[src/rtl/int_alu_pkg.sv]
// Shared definitions for the sequential integer ALU blocks: FSM encodings,
// an index-width helper and the operand/chunk width sanity check.
`define INT_ALU_CHECK_MULTIPLE(W, C) \
    if (((W) % (C)) != 0) begin : g_width_check \
        $error("DATA_WIDTH must be an integer multiple of CHUNK_WIDTH"); \
    end

package int_alu_pkg;

    typedef enum logic [1:0] {
        S_IDLE = 2'd0,
        S_BUSY = 2'd1,
        S_DONE = 2'd2
    } alu_state_e;

    // Counter width that stays legal even for a single-chunk configuration.
    function automatic int idx_width(input int n);
        return (n > 1) ? $clog2(n) : 1;
    endfunction

endpackage

[src/rtl/int_sub_slice.sv]
// One CHUNK_WIDTH slice of a ripple subtractor: a + ~b + cin, with the carry
// into the slice MSB exposed so the top level can derive signed overflow.
module int_sub_slice #(
    parameter int CHUNK_WIDTH = 8
) (
    input  logic [CHUNK_WIDTH-1:0] a,
    input  logic [CHUNK_WIDTH-1:0] b,
    input  logic                   cin,
    output logic [CHUNK_WIDTH-1:0] diff,
    output logic                   cout,
    output logic                   c_msb_in
);

    logic [CHUNK_WIDTH:0] sum;

    assign sum  = {1'b0, a} + {1'b0, ~b} + {{CHUNK_WIDTH{1'b0}}, cin};
    assign diff = sum[CHUNK_WIDTH-1:0];
    assign cout = sum[CHUNK_WIDTH];

    // MSB sum bit is a ^ ~b ^ carry_in, so the carry in falls out by XOR.
    assign c_msb_in = sum[CHUNK_WIDTH-1] ^ a[CHUNK_WIDTH-1] ^ ~b[CHUNK_WIDTH-1];

endmodule

[src/rtl/int_subtractor_seq.sv]
// Multi-cycle subtractor: data_a - data_b - borrow_in, one chunk per clock LSB
// first, with valid/ready on both sides and borrow/overflow/zero flags.
module int_subtractor_seq
    import int_alu_pkg::*;
#(
    parameter int DATA_WIDTH  = 32,
    parameter int CHUNK_WIDTH = 8
) (
    input  logic                  clk,
    input  logic                  rst,
    input  logic                  in_valid,
    output logic                  in_ready,
    input  logic [DATA_WIDTH-1:0] data_a,
    input  logic [DATA_WIDTH-1:0] data_b,
    input  logic                  borrow_in,
    output logic                  out_valid,
    input  logic                  out_ready,
    output logic [DATA_WIDTH-1:0] diff,
    output logic                  borrow_out,
    output logic                  overflow,
    output logic                  zero
);

    localparam int NUM_CHUNKS = DATA_WIDTH / CHUNK_WIDTH;
    localparam int IDX_W      = idx_width(NUM_CHUNKS);
    localparam logic [IDX_W-1:0] LAST_IDX = IDX_W'(NUM_CHUNKS - 1);

    `INT_ALU_CHECK_MULTIPLE(DATA_WIDTH, CHUNK_WIDTH)

    alu_state_e            state_q, state_d;
    logic [IDX_W-1:0]      idx_q, idx_d;
    logic [DATA_WIDTH-1:0] a_q, a_d;
    logic [DATA_WIDTH-1:0] b_q, b_d;
    logic                  carry_q, carry_d;
    logic [DATA_WIDTH-1:0] diff_q, diff_d;
    logic                  borrow_q, borrow_d;
    logic                  ovf_q, ovf_d;
    logic                  zero_q, zero_d;

    int                     base;
    logic [CHUNK_WIDTH-1:0] sl_diff;
    logic                   sl_cout;
    logic                   sl_cmsb;

    assign base = int'(idx_q) * CHUNK_WIDTH;

    int_sub_slice #(
        .CHUNK_WIDTH(CHUNK_WIDTH)
    ) u_slice (
        .a        (a_q[base +: CHUNK_WIDTH]),
        .b        (b_q[base +: CHUNK_WIDTH]),
        .cin      (carry_q),
        .diff     (sl_diff),
        .cout     (sl_cout),
        .c_msb_in (sl_cmsb)
    );

    always_comb begin
        state_d   = state_q;
        idx_d     = idx_q;
        a_d       = a_q;
        b_d       = b_q;
        carry_d   = carry_q;
        diff_d    = diff_q;
        borrow_d  = borrow_q;
        ovf_d     = ovf_q;
        zero_d    = zero_q;
        in_ready  = 1'b0;
        out_valid = 1'b0;

        case (state_q)
            S_IDLE: begin
                in_ready = 1'b1;
                if (in_valid) begin
                    a_d     = data_a;
                    b_d     = data_b;
                    carry_d = ~borrow_in;
                    idx_d   = '0;
                    state_d = S_BUSY;
                end
            end
            S_BUSY: begin
                diff_d[base +: CHUNK_WIDTH] = sl_diff;
                carry_d = sl_cout;
                idx_d   = idx_q + 1'b1;
                // Final slice: flags see the fully assembled difference.
                if (idx_q == LAST_IDX) begin
                    borrow_d = ~sl_cout;
                    ovf_d    = sl_cmsb ^ sl_cout;
                    zero_d   = (diff_d == '0);
                    idx_d    = '0;
                    state_d  = S_DONE;
                end
            end
            S_DONE: begin
                out_valid = 1'b1;
                if (out_ready) begin
                    state_d = S_IDLE;
                end
            end
            default: begin
                state_d = S_IDLE;
            end
        endcase
    end

    always_ff @(posedge clk or posedge rst) begin
        if (rst) begin
            state_q  <= S_IDLE;
            idx_q    <= '0;
            a_q      <= '0;
            b_q      <= '0;
            carry_q  <= 1'b0;
            diff_q   <= '0;
            borrow_q <= 1'b0;
            ovf_q    <= 1'b0;
            zero_q   <= 1'b0;
        end else begin
            state_q  <= state_d;
            idx_q    <= idx_d;
            a_q      <= a_d;
            b_q      <= b_d;
            carry_q  <= carry_d;
            diff_q   <= diff_d;
            borrow_q <= borrow_d;
            ovf_q    <= ovf_d;
            zero_q   <= zero_d;
        end
    end

    assign diff       = diff_q;
    assign borrow_out = borrow_q;
    assign overflow   = ovf_q;
    assign zero       = zero_q;

endmodule

[config.mk]
export PLATFORM = sky130hd
export DESIGN_NAME = int_subtractor_seq
export DESIGN_NICKNAME = d
export VERILOG_FILES = /design/src/rtl/int_alu_pkg.sv /design/src/rtl/int_sub_slice.sv /design/src/rtl/int_subtractor_seq.sv
export SDC_FILE = /design/constraint.sdc
export NUM_CORES = 1
export LEC_CHECK = 0
export BUFFER_PORTS_ARGS = -buffer_cell sky130_fd_sc_hd__buf_2
export CORE_ASPECT_RATIO = 1.5
export CORE_MARGIN = 4
export CORE_UTILIZATION = 55
export CTS_CLUSTER_SIZE = 8
export DETAILED_ROUTE_END_ITERATION = 12
export GPL_TIMING_DRIVEN = 0
export HOLD_SLACK_MARGIN = 0.08
export PLACE_DENSITY_LB_ADDON = 0.05
export SLEW_MARGIN = 25
export SYNTH_ARGS = -nofsm -noshare
export SYNTH_HDL_FRONTEND = slang
export SYNTH_SLANG_ARGS = --single-unit
[constraint.sdc]
create_clock -name clk -period 8.8 [get_ports clk]
set_input_delay 1.76 -clock clk [delete_from_list [all_inputs] [get_ports clk]]
set_output_delay 1.76 -clock clk [all_outputs]
set_load 0.03 [all_outputs]
==> flow_metrics.py, run 1 <==
metrics = {
    "worst_setup_path": {
        "start_kind": "flop",
        "end_kind": "flop",
        "crit_fanout": 10,
        "worstPathArrival_ps": 4560,
        "worstSetupPathType": "flop to flop",
        "rrSetupSlack_ps": 4530,
        "cp_data_required_time_ps": 9080,
    },
    "clock_network": {
        "clockBufferDepth": 2,
        "cts_hold_buf": 0,
        "clock_latency_ps": 340,
        "cts_resized": 0,
        "htree_levels": 3,
        "cts_tree": "yes",
        "postCtsSetupBuffers": 0,
        "cts.sink_count": 104,
        "cts_buffers": 9,
        "cts_root_buf": "clkbuf_16",
        "path_clk_slew_ps": 70,
    },
    "timing": {
        "post-route-period-util": 0.485,
        "tns_ps": 0,
        "tightest_slew_ps": 890,
        "setup_viol": 0,
        "finalWorstPathRequiredPeriod_ps": 4270,
        "hold_viol": 0,
        "max_freq_mhz": 234,
        "finClkSkew_ps": 5.76,
        "rsz0062_at_grt": "false",
        "finalMaxSlewViolations": 0,
        "relSlewSlack": 0.401,
    },
    "floorplanning": {
        "die_y_um": 125,
        "fp.coreArea_um2": 8830,
        "dieArea_um2": 10700,
        "fp.dieW_um": 85.9,
        "initial_utilization": 0.567,
        "row_count": 42,
        "io-pin-count": 106,
    },
    "drt": {
        "wl_per_cell_um": 17.5,
        "dr.pass1.iters": 4,
        "num_vias": 4181,
        "detail-route-antenna-nets": 0,
        "wirelength_um": 13100,
        "via_per_inst": 5.59,
        "drt_first_iter_violations": 276,
        "drc": 0,
    },
    "finish": {
        "multiInputGateArea_um2": 2230,
        "final_cell_mix": "212 x nand2_1, 107 x buf_2, 104 x dfrtp_1",
        "antenna-diode-count": 0,
        "num-nets-final": 717,
        "final_layout_size_suffix_gt1_frac": 0.241,
        "seq_area_um2": 2600,
        "syn_to_final_growth_pct": 20.0,
        "fill_cells": 749,
        "layout_commonest_cell": "nand2_1",
    },
    "logic_synthesis": {
        "synth_area_leaders": "dfrtp_1 52%, nand2_1 16%, mux4_2 7.2%, a22o_1 3.7%, ha_1 3.3%",
        "ys_seq_area_frac": 0.520,
        "synth_area_um2": 5000,
        "synthCells": 516,
        "yosysWarnings": 0,
        "yosysTopAreaCell": "dfrtp_1",
        "synth-edff-count": 0,
        "synth_cell_types": 42,
        "syn_nets": 600,
        "syn_avg_cell_area_um2": 9.69,
        "synth-main-ff-cell": "dfrtp_1",
        "synth_top_area_share": 0.520,
        "async_flop_share": 1.00,
        "ys_ff_latch": 104,
    },
    "global_route": {
        "overflow": 0,
        "top_usage_layer": "met2",
        "grt_usage": 0.251,
        "met1_usage": 0.300,
        "grt_pass1_vias": 4387,
        "antenna_found_initial": 0,
        "use_met3": 0.0371,
        "grt_pass1_wl_um": 21100,
        "grt_start_max_net_pins": 63,
        "met2_usage": 0.438,
    },
    "run_status": {
        "status": "finished, final reports clean",
    },
    "min_path": {
        "hold_path_class": "flop to flop",
    },
    "placement": {
        "port_buffers": 105,
        "dp_hpwl_um": 9590,
        "finalWeightedCongestion": 0.852,
    },
    "job": {
        "max_cap_violations": 0,
    },
}
==> critical path: stages, from the launching register on <==
cell      delay (ps)
dfrtp_1          410
clkbuf_1         420
clkbuf_1         570
mux4_2           410
inv_1             90
fa_1             190
inv_1             60
fa_1             400
a21o_1           220
a221oi_2         270
xnor2_1          250
or3_1            420
o41ai_2          320
a22o_1           190
==> synthesized netlist by cell type, drive strengths merged (2+ instances only) <==
cell type,n
o31ai,2
nor3,4
o41ai,3
ha,13
buf,9
a22o,25
nor2b,7
nand2b,2
nor2,14
a21oi,8
xnor2,7
nor4,8
clkbuf,15
a31oi,5
nand3,5
o211ai,2
xor2,2
mux2,2
fa,2
nand2,212
dfrtp,104
inv,18
or3,3
o21ai,14
a21o,2
mux4,16
o22ai,2
==> stage by stage <==
step                worst slack [ps]  utilization  hold slack (ps)  cell area [um^2]  instances
floorplan                       4310            -              440              5000        516
global placement                3280        0.642              455              5670        731
detailed placement              4620        0.646              457              5700        732
CTS                             4570        0.680              473              6000        748
global route                    4360        0.680              489              6000        748
finish                          4530        0.680              467              6000        748
==> worst paths after layout <==
check,from,end,depth (start not counted)
max,idx_q[1]$_DFFE_PP0P_,zero$_DFFE_PP0P_,13
min in group asynchronous,rst,diff[22]$_DFFE_PP0P_,2
max in group asynchronous,rst,a_q[5]$_DFFE_PP0P_,3
min,b_q[23]$_DFFE_PP0P_,b_q[23]$_DFFE_PP0P_,2
max reg2reg,idx_q[1]$_DFFE_PP0P_,zero$_DFFE_PP0P_,13
min reg2reg,b_q[23]$_DFFE_PP0P_,b_q[23]$_DFFE_PP0P_,2
==> layout make-up <==
| type | count | area share |
|---|---|---|
| Sequential cell | 104 | 0.434 |
| Tap cell | 110 | 0.0229 |
| Multi-Input combinational cell | 370 | 0.372 |
| Clock buffer | 11 | 0.0404 |
| Inverter | 18 | 0.0121 |
| Buffer | 24 | 0.0179 |
| Clock inverter | 5 | 0.00938 |
| Timing Repair Buffer | 106 | 0.0921 |
==> state kept, by name, summed over array words and instances, names as in the netlist <==
| signal | count |
|---|---|
| zero | 1 |
| carry_q | 1 |
| a_q | 32 |
| state_q | 2 |
| idx_q | 2 |
| diff | 32 |
| b_q | 32 |
| borrow_out | 1 |
| overflow | 1 |
==> cells by family (layout without fill, tap and decap cells) <==
family | after synthesis | count (layout) | synth area share
buf+inv | 42 | 164 | 0.0350
simple gates | 260 | 260 | 0.211
fa+ha+maj | 15 | 15 | 0.0405
flops | 104 | 104 | 0.520
mux | 18 | 18 | 0.0765
xor+xnor | 9 | 9 | 0.0158
compound gates | 68 | 68 | 0.101
==> per-layer routing <==
layer	up-vias	wire (um)
met5	-	0
met4	0	421
met3	33	713
met2	145	7020
met1	2036	4920
li1	1967	-
Power of run 1 is not shown: default switching activity piles up to over one toggle a cycle in this logic, so the estimate is an artifact.
==> run 2: changes to the inputs <==
--- a/config.mk
+++ b/config.mk
@@ -8,7 +8,7 @@
 export BUFFER_PORTS_ARGS = -buffer_cell sky130_fd_sc_hd__buf_2
 export CORE_ASPECT_RATIO = 1.5
 export CORE_MARGIN = 4
-export CORE_UTILIZATION = 55
+export CORE_UTILIZATION = 49
 export CTS_CLUSTER_SIZE = 8
 export DETAILED_ROUTE_END_ITERATION = 12
 export GPL_TIMING_DRIVEN = 0
==> constraint.sdc (replaced) <==
create_clock -name clk -period 3.7 [get_ports clk]
set_input_delay 0.74 -clock clk [delete_from_list [all_inputs] [get_ports clk]]
set_output_delay 0.74 -clock clk [all_outputs]
set_load 0.03 [all_outputs]
==> run 2 against run 1 <==
Compared with the run above:
- worst setup slack lost 4400 ps
- critical path type unchanged
- maximum frequency up 19%
- clock skew about the same
==> flow_metrics.py, run 2 (synthesis gave the netlist of run 1 again) <==
metrics = {
    "worst_setup_path": {
        "start_kind": "flop",
        "crit_fanout": 10,
        "end_kind": "flop",
        "r2r_cells": 13,
        "worstPathArrival_ps": 3870,
        "cp_data_required_time_ps": 3980,
        "rrSetupSlack_ps": 110,
        "worstSetupPathType": "flop to flop",
        "rr_startpoint": "idx_q[0]$_DFFE_PP0P_",
        "cp-startpoint": "idx_q[0]$_DFFE_PP0P_",
    },
    "finish": {
        "num-nets-final": 719,
        "final_cell_mix": "212 x nand2_1, 106 x buf_2, 104 x dfrtp_1",
        "syn_to_final_growth_pct": 20.5,
        "fill_cells": 896,
        "multiInputGateArea_um2": 2240,
        "seq_area_um2": 2600,
        "final_layout_size_suffix_gt1_frac": 0.246,
        "antenna-diode-count": 0,
        "layout_commonest_cell": "nand2_1",
    },
    "drt": {
        "detail-route-antenna-nets": 0,
        "wl_per_cell_um": 16.8,
        "wl_met1_um": 4860,
        "routed.top_layer": "met4",
        "drt_first_iter_violations": 181,
        "num_vias": 4099,
        "via_per_inst": 5.44,
        "wl_met3_um": 558,
        "dr.pass1.iters": 4,
        "drc": 0,
        "wirelength_um": 12700,
        "wl_met2_um": 6810,
    },
    "timing": {
        "finClkSkew_ps": 5.45,
        "worst_hold_slack_ps": 390,
        "setup_viol": 0,
        "finalWorstPathRequiredPeriod_ps": 3590,
        "relSlewSlack": 0.419,
        "tightest_slew_ps": 864,
        "post-route-period-util": 0.970,
        "finalMaxSlewViolations": 0,
        "fin_ws_ps": 112,
        "max_freq_mhz": 279,
        "rsz0062_at_grt": "false",
        "hold_viol": 0,
    },
    "min_path": {
        "hold_path_class": "input port to async pin",
    },
    "clock_network": {
        "cts.sink_count": 104,
        "htree_levels": 3,
        "clock_latency_ps": 340,
        "path_clk_slew_ps": 70,
        "clockBufferDepth": 2,
        "cts_buffers": 9,
        "cts_hold_buf": 0,
        "cts_tree": "yes",
        "cts_root_buf": "clkbuf_16",
    },
    "floorplanning": {
        "die_y_um": 132,
        "fp.dieW_um": 90.5,
        "initial_utilization": 0.508,
        "row_count": 44,
        "fp.coreArea_um2": 9850,
        "dieArea_um2": 11900,
        "io-pin-count": 106,
    },
    "run_status": {
        "status": "finished, final reports clean",
    },
    "placement": {
        "pre_cts_ws_ps": -531,
        "dp_hpwl_um": 9730,
        "port_buffers": 105,
        "finalWeightedCongestion": 0.823,
    },
    "global_route": {
        "antenna_found_initial": 0,
        "grt_usage": 0.219,
        "grt_pass1_wl_um": 20600,
        "grt_start_max_net_pins": 65,
        "grt_pass1_vias": 4365,
        "overflow": 0,
    },
    "job": {
        "max_cap_violations": 0,
    },
}
-- run 2: changes by cell type in the layout (fill, tap and decap cells not counted), sizes merged --
cell      previous run  this run
buf                115       118
clkinv               3         0
bufinv               1         0
clkbuf              26        27
clkinvlp             1         2
-- run 2: final timing paths --
kind,end
worst max-delay path,zero$_DFFE_PP0P_
worst min-delay path,diff[23]$_DFFE_PP0P_
worst max register to register,zero$_DFFE_PP0P_
worst min register to register,a_q[31]$_DFFE_PP0P_
max in group asynchronous,a_q[29]$_DFFE_PP0P_
min in group clk,a_q[31]$_DFFE_PP0P_
-- run 2: stage by stage --
stage          setup TNS, ps   util  area, um^2  std cells
2_1_floorplan              0      -        5000        516
3_3_place_gp          -92500  0.576        5670        736
3_5_place_dp            -628  0.579        5710        737
4_1_cts                    0  0.610        6010        753
5_1_grt                    0  0.612        6030        754
6_report                   0  0.612        6030        754
-- run 2: repair_timing --
action / 4_1_cts / 5_1_grt
setup endpoints to repair: 5 / 1
buffers inserted: 1 / 1
endpoints found under the hold margin: 0 / 0
pin swaps: 1 / 1
gates resized for setup: 7 / 3
-- run 2: critical path, cell delays in order, from the launching register on --
cell	delay (ps)
dfrtp_1	420
buf_6	170
buf_8	180
mux4_2	520
inv_1	80
fa_1	190
inv_1	60
fa_1	410
a21o_1	220
a221oi_2	310
xnor2_2	120
or3_1	360
o41ai_2	290
a22o_1	190
-- run 2: final cells by class --
cell class	instances	area share
buffer	24	0.0214
clock buffer	13	0.0432
clock inverter	2	0.00249
inverter	18	0.0120
multi-input combinational	370	0.371
sequential	104	0.432
tap	115	0.0239
timing repair buffer	108	0.0942
-- run 2: metal layers --
layer  up-vias  global-route usage
li1       1973                   -
met1      1970               0.244
met2       125               0.400
met3        31              0.0274
met4         0               0.118
met5         -                   0
Power of run 2 is left out for the same reason.
==> run 3: changes to the inputs <==
--- a/config.mk
+++ b/config.mk
@@ -6,9 +6,11 @@
 export NUM_CORES = 1
 export LEC_CHECK = 0
 export BUFFER_PORTS_ARGS = -buffer_cell sky130_fd_sc_hd__buf_2
+export CELL_PAD_IN_SITES_DETAIL_PLACEMENT = 0
+export CELL_PAD_IN_SITES_GLOBAL_PLACEMENT = 2
 export CORE_ASPECT_RATIO = 1.5
 export CORE_MARGIN = 4
-export CORE_UTILIZATION = 49
+export CORE_UTILIZATION = 30
 export CTS_CLUSTER_SIZE = 8
 export DETAILED_ROUTE_END_ITERATION = 12
 export GPL_TIMING_DRIVEN = 0
==> run 3 against run 2 <==
Compared with the run above:
- sequential cell count unchanged
- register-to-register slack better by 80 ps
- design area rose by 2.7%
- maximum frequency increased by 2.2%
- first-iteration DRC count is 9.9% higher
- sequential share of layout area down 1.1 points
- non-clock buffer count shrank 1
- largest cell class unchanged
- clock skew up 5.2 ps
==> flow_metrics.py, run 3 (synthesis gave the netlist of run 1 again) <==
metrics = {
    "timing": {
        "max_freq_mhz": 285,
        "finalMaxSlewViolations": 0,
        "finClkSkew_ps": 10.7,
        "hold_viol": 0,
        "setup_viol": 0,
        "rsz0062_at_grt": "false",
        "relSlewSlack": 0.271,
        "tightest_slew_ps": 1080,
        "worst_hold_slack_ps": 414,
        "post-route-period-util": 0.949,
        "finalWorstPathRequiredPeriod_ps": 3510,
    },
    "worst_setup_path": {
        "start_kind": "flop",
        "r2r_cells": 13,
        "crit_fanout": 10,
        "cp_data_required_time_ps": 3980,
        "rr_startpoint": "idx_q[0]$_DFFE_PP0P_",
        "timing.rr.end": "zero$_DFFE_PP0P_",
        "worstPathArrival_ps": 3790,
        "end_kind": "flop",
        "worstSetupPathType": "flop to flop",
        "rrSetupSlack_ps": 190,
    },
    "clock_network": {
        "path_clk_slew_ps": 70,
        "cts.sink_count": 104,
        "htree_levels": 3,
        "cts_hold_buf": 0,
        "clock_latency_ps": 350,
        "cts_root_buf": "clkbuf_16",
        "cts_tree": "yes",
        "cts_buffers": 9,
        "clockBufferDepth": 2,
    },
    "global_route": {
        "met2_usage": 0.313,
        "grt_pass1_wl_um": 24100,
        "use_met3": 0.0299,
        "top_usage_layer": "met2",
        "grt_pass1_vias": 4338,
        "antenna_found_initial": 0,
        "grt_start_max_net_pins": 60,
        "grt_usage": 0.167,
        "met1_usage": 0.192,
        "overflow": 0,
    },
    "floorplanning": {
        "die_y_um": 166,
        "io-pin-count": 106,
        "initial_utilization": 0.308,
        "row_count": 57,
        "fp.coreArea_um2": 16300,
        "fp.dieW_um": 113,
        "dieArea_um2": 18800,
    },
    "finish": {
        "num-nets-final": 718,
        "final_layout_size_suffix_gt1_frac": 0.248,
        "syn_to_final_growth_pct": 23.8,
        "layout_commonest_cell": "nand2_1",
        "antenna-diode-count": 0,
        "final_cell_mix": "212 x nand2_1, 105 x buf_2, 103 x dfrtp_1",
    },
    "placement": {
        "dp_hpwl_um": 11500,
        "port_buffers": 105,
        "finalWeightedCongestion": 0.784,
    },
    "min_path": {
        "hold_path_class": "input port to async pin",
    },
    "drt": {
        "detail-route-antenna-nets": 0,
        "via_per_inst": 4.76,
        "wl_per_cell_um": 18.3,
        "drt_first_iter_violations": 199,
        "drc": 0,
        "num_vias": 4017,
        "dr.pass1.iters": 4,
        "wirelength_um": 15400,
    },
    "job": {
        "max_cap_violations": 0,
    },
    "run_status": {
        "status": "finished, final reports clean",
    },
}
## run 3: area by class of cell
| class | count | area (um^2) |
|---|---|---|
| plain buffers | 24 | 136 |
| clock buffers | 10 | 229 |
| multi-input cells | 370 | 2250 |
| well taps | 206 | 258 |
| flip-flops and latches | 104 | 2600 |
| inverters | 18 | 72.6 |
| fillers | 1697 | 10100 |
| clock inverters | 5 | 81.3 |
| repair buffers | 107 | 561 |
## run 3: timing repair
| action | CTS | global route |
|---|---|---|
| buffers inserted | 1 | 0 |
| pin swaps | 1 | 1 |
| endpoints found under the setup margin | 14 | 1 |
| resized for setup | 11 | 3 |
## run 3: worst max path at each step
stage                                    start             endpoint  slack, ps  cells past startpoint
after floorplan                            rst   a_q[0]$_DFFE_PP0P_        230                      1
after global placement                     rst  a_q[10]$_DFFE_PP0P_      -1180                      2
after detailed placement  idx_q[1]$_DFFE_PP0P_     zero$_DFFE_PP0P_       -750                     13
after CTS                 idx_q[0]$_DFFE_PP0P_     zero$_DFFE_PP0P_         30                     13
after global routing      idx_q[1]$_DFFE_PP0P_     zero$_DFFE_PP0P_         20                     13
final                     idx_q[0]$_DFFE_PP0P_     zero$_DFFE_PP0P_        190                     13
## run 3: worst max-delay path, cell delays in order, from the launching register on
cell and delay, ps:
dfrtp_2 400, buf_6 160, buf_12 160, mux4_2 510, inv_1 90, fa_1 210
inv_1 60, fa_1 400, a21o_1 210, a221oi_2 300, xnor2_2 120, or3_1 390
o41ai_4 250, a22o_1 170
## run 3: through the flow
step	worst slack, ps	std cells	TNS (ps)	utilization	cell area, um^2
floorplan	228	516	0	-	5000
global placement	-1180	827	-125060	0.356	5790
detailed placement	-749	828	-3080	0.358	5820
CTS	27.3	844	0	0.380	6180
global route	21.3	844	0	0.381	6190
finish	189	844	0	0.381	6190
## run 3: metal layers
metal,routed length [um],vias to the layer above
met2,8470,87
met5,0,-
li1,-,1970
met4,272,0
met1,6180,1947
met3,483,13
Power of run 3 is left out for the same reason.
